===== src/rtl/hdx_bus_ctrl.sv =====
// hdx_bus_ctrl: half-duplex bus controller driving the oe/inp/outp side of a
// registered bidirectional pad bank. Turns single-word read/write requests
// into strobed pin activity and inserts idle turnaround cycles whenever the
// bus direction changes.
// Optional feature: define HDX_BUS_CTRL_STAT_EN to add the stat_turn output,
// a saturating 16-bit count of entries into the turnaround state.
module hdx_bus_ctrl #(
  parameter int SIZE   = 8,
  parameter int TA_CYC = 2,
  parameter int RD_LAT = 3
) (
  input  logic            clk,
  input  logic            rst_n,
  input  logic            req_valid,
  output logic            req_ready,
  input  logic            req_wr,
  input  logic [SIZE-1:0] req_wdata,
  output logic            rsp_valid,
  output logic [SIZE-1:0] rsp_rdata,
  output logic [SIZE-1:0] pin_oe,
  output logic [SIZE-1:0] pin_out,
  input  logic [SIZE-1:0] pin_in,
  output logic            bus_stb,
  output logic            bus_wr
`ifdef HDX_BUS_CTRL_STAT_EN
  ,
  output logic [15:0]     stat_turn
`endif
);

  typedef enum logic [2:0] {
    IDLE  = 3'd0,
    TURN  = 3'd1,
    WRITE = 3'd2,
    RSTB  = 3'd3,
    RWAIT = 3'd4
  } state_t;

  // Bus direction: IN means the pads are released (or about to be).
  localparam logic DIR_IN  = 1'b0;
  localparam logic DIR_OUT = 1'b1;

  localparam logic [3:0] TA_LOAD = 4'(TA_CYC - 1);
  localparam logic [3:0] RD_LOAD = 4'(RD_LAT - 1);

  state_t          r_state;
  logic            r_dir;
  logic            r_wr;
  logic [SIZE-1:0] r_wdata;
  logic [3:0]      r_cnt;
  logic [SIZE-1:0] r_pin_oe;
  logic [SIZE-1:0] r_pin_out;
  logic            r_bus_stb;
  logic            r_bus_wr;
  logic            r_rsp_valid;
  logic [SIZE-1:0] r_rsp_rdata;

  logic            w_accept;
  logic            w_need_turn;

  // A request is never taken in the response cycle, so the core sees the
  // response before the controller commits to the next transfer.
  assign req_ready   = (r_state == IDLE) & ~r_rsp_valid;
  assign w_accept    = req_valid & req_ready;
  assign w_need_turn = req_wr ? (r_dir == DIR_IN) : (r_dir == DIR_OUT);

  assign rsp_valid = r_rsp_valid;
  assign rsp_rdata = r_rsp_rdata;
  assign pin_oe    = r_pin_oe;
  assign pin_out   = r_pin_out;
  assign bus_stb   = r_bus_stb;
  assign bus_wr    = r_bus_wr;

  // Transfer FSM; all pin and bus outputs are registered alongside the state
  // so each output value lines up with the state it belongs to.
  always_ff @(posedge clk or negedge rst_n) begin
    if (!rst_n) begin
      r_state     <= IDLE;
      r_dir       <= DIR_IN;
      r_wr        <= 1'b0;
      r_wdata     <= '0;
      r_cnt       <= '0;
      r_pin_oe    <= '0;
      r_pin_out   <= '0;
      r_bus_stb   <= 1'b0;
      r_bus_wr    <= 1'b0;
      r_rsp_valid <= 1'b0;
      r_rsp_rdata <= '0;
    end else begin
      r_bus_stb   <= 1'b0;
      r_bus_wr    <= 1'b0;
      r_rsp_valid <= 1'b0;
      case (r_state)
        IDLE: begin
          if (w_accept) begin
            r_wr    <= req_wr;
            r_wdata <= req_wdata;
            if (w_need_turn) begin
              // Release the pads first; the new direction is taken later.
              r_state  <= TURN;
              r_dir    <= DIR_IN;
              r_pin_oe <= '0;
              r_cnt    <= TA_LOAD;
            end else if (req_wr) begin
              r_state   <= WRITE;
              r_dir     <= DIR_OUT;
              r_pin_oe  <= {SIZE{1'b1}};
              r_pin_out <= req_wdata;
              r_bus_stb <= 1'b1;
              r_bus_wr  <= 1'b1;
            end else begin
              r_state   <= RSTB;
              r_pin_oe  <= '0;
              r_bus_stb <= 1'b1;
            end
          end
        end
        TURN: begin
          if (r_cnt == 4'd0) begin
            if (r_wr) begin
              r_state   <= WRITE;
              r_dir     <= DIR_OUT;
              r_pin_oe  <= {SIZE{1'b1}};
              r_pin_out <= r_wdata;
              r_bus_stb <= 1'b1;
              r_bus_wr  <= 1'b1;
            end else begin
              r_state   <= RSTB;
              r_pin_oe  <= '0;
              r_bus_stb <= 1'b1;
            end
          end else begin
            r_cnt <= r_cnt - 4'd1;
          end
        end
        WRITE: begin
          // The written value stays parked on the pins until a read turns
          // the bus around.
          r_state <= IDLE;
        end
        RSTB: begin
          r_state <= RWAIT;
          r_cnt   <= RD_LOAD;
        end
        RWAIT: begin
          if (r_cnt == 4'd0) begin
            r_rsp_rdata <= pin_in;
            r_rsp_valid <= 1'b1;
            r_state     <= IDLE;
          end else begin
            r_cnt <= r_cnt - 4'd1;
          end
        end
        default: begin
          r_state  <= IDLE;
          r_pin_oe <= '0;
        end
      endcase
    end
  end

`ifdef HDX_BUS_CTRL_STAT_EN
  logic [15:0] r_stat_turn;
  logic        w_turn_entry;

  assign w_turn_entry = w_accept & w_need_turn;
  assign stat_turn    = r_stat_turn;

  // Count turnaround entries, holding at the top value instead of wrapping.
  always_ff @(posedge clk or negedge rst_n) begin
    if (!rst_n) begin
      r_stat_turn <= '0;
    end else if (w_turn_entry && (r_stat_turn != 16'hFFFF)) begin
      r_stat_turn <= r_stat_turn + 16'd1;
    end
  end
`endif

endmodule


===== config.mk =====
export PLATFORM = sky130hd
export DESIGN_NAME = hdx_bus_ctrl
export DESIGN_NICKNAME = d
export VERILOG_FILES = /design/src/rtl/hdx_bus_ctrl.sv
export SDC_FILE = /design/constraint.sdc
export NUM_CORES = 1
export LEC_CHECK = 0
export CORE_UTILIZATION = 45
export DETAILED_ROUTE_END_ITERATION = 8
export GPL_TIMING_DRIVEN = 0
export PLACE_DENSITY = 0.84
export SYNTH_ARGS = -nofsm -noshare
export SYNTH_HDL_FRONTEND = slang
export SYNTH_SLANG_ARGS = --single-unit

===== constraint.sdc =====
create_clock -name clk -period 4.7 [get_ports clk]
set_clock_uncertainty 0.15 [all_clocks]
set_input_delay 0.94 -clock clk [delete_from_list [all_inputs] [get_ports clk]]
set_output_delay 0.94 -clock clk [all_outputs]
set_load 0.05 [all_outputs]

==> metrics.csv <==
stage,metric,value,unit
yosys,synth_fp_nets,171,
routing,detail_route.wl_per_cell,14.8,um
timing,worst_slew_pin_slew,809,ps
clock_tree,worstSkewPairLatency,290,ps
setup_path,worst-path-buf-inv,1,
routing,wl,3.71,mm
yosys,syn_inst,147,
setup_path,crit_fanout,5,
timing,rsz0062_at_grt,no,
clock_tree,root_buffer,clkbuf_8,
routing,drt_iter0_drc,22,
setup_path,crit_path_max_incr_delay,880,ps
timing,slew_violations,0,
setup_path,crit_chain,nor4_4 > clkdlybuf4s50_1,
layout,stdcell_area,2420,um2
routing,drc,0,
placed_design,io_buffers,47,
setup_path,cp-end-kind,primary output,
placed_design,place_congestion,0.881,
global_routing,grt_pass1_wl,6.06,mm
die,die-width,65.5,um
global_routing,antenna_found_initial,0,
setup_path,cp.arrival,2010,ps
global_routing,first_global_vias,1347,
die,ios,48,
yosys,ys.flop_type,dfrtp_1,
layout,register_area,926,um2
die,initial_utilization,48.1,%
placed_design,hpwl,2.73,mm
run,cap_violations,0,
yosys,async_flop_share,100,%
placed_design,postPlaceCellArea,2340,um2
yosys,synth_commonest_cells,"dfrtp_1, mux2_2, nand2_1",
timing,tns,0,ps
layout,fill_cells,279,
clock_tree,cts_hold_buf,0,
die,coreArea,3770,um2
timing,hold_slack,355,ps
clock_tree,cts_buffers,5,
yosys,synthMuxAreaShare,21.0,%
yosys,yosysMostFrequentCell,dfrtp_1,
layout,nNetsFinal,225,
yosys,synth_compound_area_share,6.35,%
timing,min_period,3100,ps
clock_tree,cts.path.max_buffers,2,
yosys,synthSimpleGateAreaFrac,12.6,%
worst_hold_path,hp-class,reg -> reg,
timing,hold_violations,0,
layout,insertedDiodeCount,0,
power_and_ir_drop,leakage,0.00106,uW
clock_tree,ctsHtreeMaxLevel,2,
die,die_height,65.5,um
global_routing,overflow,0,
yosys,synth_cell_types,34,
yosys,avgSynthCellArea,12.3,um2
routing,first_pass_iters,4,
global_routing,grt_usage,19.3,%
routing,vias,1326,
die,rows,22,
yosys,synth_xor_area_share,0.966,%
yosys,synthTopCellsByArea,"dfrtp_1, mux2_2, buf_4",
clock_tree,cts_sinks,37,
timing,setup_violations,0,
setup_path,worst_ep_required_time,3610,ps
timing,max_slew_margin,46.1,%
layout,drive_above_1_share,29.2,%
layout,area_growth,33.7,%
status,status,"complete, no violations",
yosys,synth_top_area_share,51.1,%
timing,finalCritPeriodShare,65.9,%
die,die_area,4290,um2
yosys,synth_top_family_by_area,multiplexers,
yosys,yosysWarningCount,0,
setup_path,critPathTopFamily,buffers and inverters,
routing,drt-vias-per-instance,5.30,
setup_path,crit_slowest_cell,clkdlybuf4s50_1,
clock_tree,cts-resized-gates,0,
power_and_ir_drop,peakVddDrop,0.634,mV
yosys,synth_fa_ha_area_share,2.76,%
yosys,synth_edf_count,0,
timing,max_freq,0.323,GHz
yosys,syn-cell-area,1810,um2
setup_path,critPathLaunchType,flip-flop,
yosys,yosys.area.top_type,dfrtp_1,
global_routing,grt_max_degree,38,
setup_path,worst-setup-path-type,reg -> out,
layout,multi_input_area,792,um2
clock_tree,path_clk_slew,70,ps
clock_tree,cts_setup_buffers,0,
routing,drtAntennaViolNets,0,
power_and_ir_drop,p_per_area,807,nW/um2
yosys,ys_seq_area_share,51.1,%
yosys,ys_ff_latch,37,
clock_tree,cts_tree,built,
layout,finalCoreUtilization,64.3,%
registers in the layout (all words and copies together), names as in the netlist, 3 cells and up:
signal and cells:
rsp_rdata 8, r_wdata 8, r_state 3, r_cnt 4, pin_out 8
cell families after synthesis:
| logic type | after synthesis |
|---|---|
| DFF | 37 |
| muxes | 34 |
| adders and majority gates | 4 |
| buffers and inverters | 17 |
| xor gates and xnor gates | 2 |
| AOI/OAI and AO/OA | 18 |
| and+or+nand+nor | 35 |
metrics by stage:
stage          instances  setup WS (ps)  total power [uW]
2_1_floorplan        147           2300              1400
5_1_grt              250           1540              2060
3_5_place_dp         242           1590              1750
6_report             250           1600              1960
4_1_cts              250           1590              1970
3_3_place_gp         242           1630              1700
final cells by class:
type | instances | area share, %
Clock inverter | 3 | 0.722
Inverter | 5 | 0.774
Multi-Input combinational cell | 93 | 32.7
Clock buffer | 5 | 2.84
Timing Repair Buffer | 47 | 19.2
Buffer | 12 | 3.15
Tap cell | 48 | 2.48
Sequential cell | 37 | 38.2
per-layer routing:
metal  GRT usage, %  routed length [um]  part of all wire (%)
met1           20.2                1450                    39
met2           34.5                2010                    54
met3           5.56                 137                   3.7
met4           10.1                 104                   2.8
met5              0                   0                     0
power by group:
group / switching [uW] / internal (uW) / leakage [uW]
sequential: 101 / 467 / 0.000449
clock: 112 / 102 / 0.0000439
combinational: 683 / 491 / 0.000570
total: 897 / 1060 / 0.00106
layout by cell type (no fill, tap or decap), types with 2 or more instances in the layout:
cell type        Yosys  routed
buf_4                7       7
mux2_2              33      33
nor3b_1              2       2
clkinv_2             0       2
nor3b_2              2       2
o21ai_0              7       7
a21oi_1              3       3
ha_1                 4       4
dfrtp_1             37      37
inv_1                5       5
nor4_1               2       2
nor2_1               3       3
nor3_1               3       3
nor2b_1              2       2
nand2_1              9       9
o31a_1               2       2
clkdlybuf4s50_1      0      46
buf_2                4       5
clkbuf_8             0       5
xnor2_1              2       2
nand2b_1             4       4
final timing paths:
| kind | startpoint | endpoint | slack [ps] | cells after the start |
|---|---|---|---|---|
| worst max register to register | r_cnt[0] | rsp_rdata[6] | 2480 | 5 |
| worst max-delay path | r_state[1] | req_ready | 1600 | 2 |
| worst min-delay path | rsp_rdata[7] | rsp_rdata[7] | 360 | 1 |
| worst min register to register | rsp_rdata[7] | rsp_rdata[7] | 360 | 1 |
| min in group asynchronous | rst_n | rsp_rdata[7] | 590 | 1 |
| max in group asynchronous | rst_n | rsp_rdata[6] | 3300 | 1 |
No activity file was read; power rests on OpenSTA's default activity.
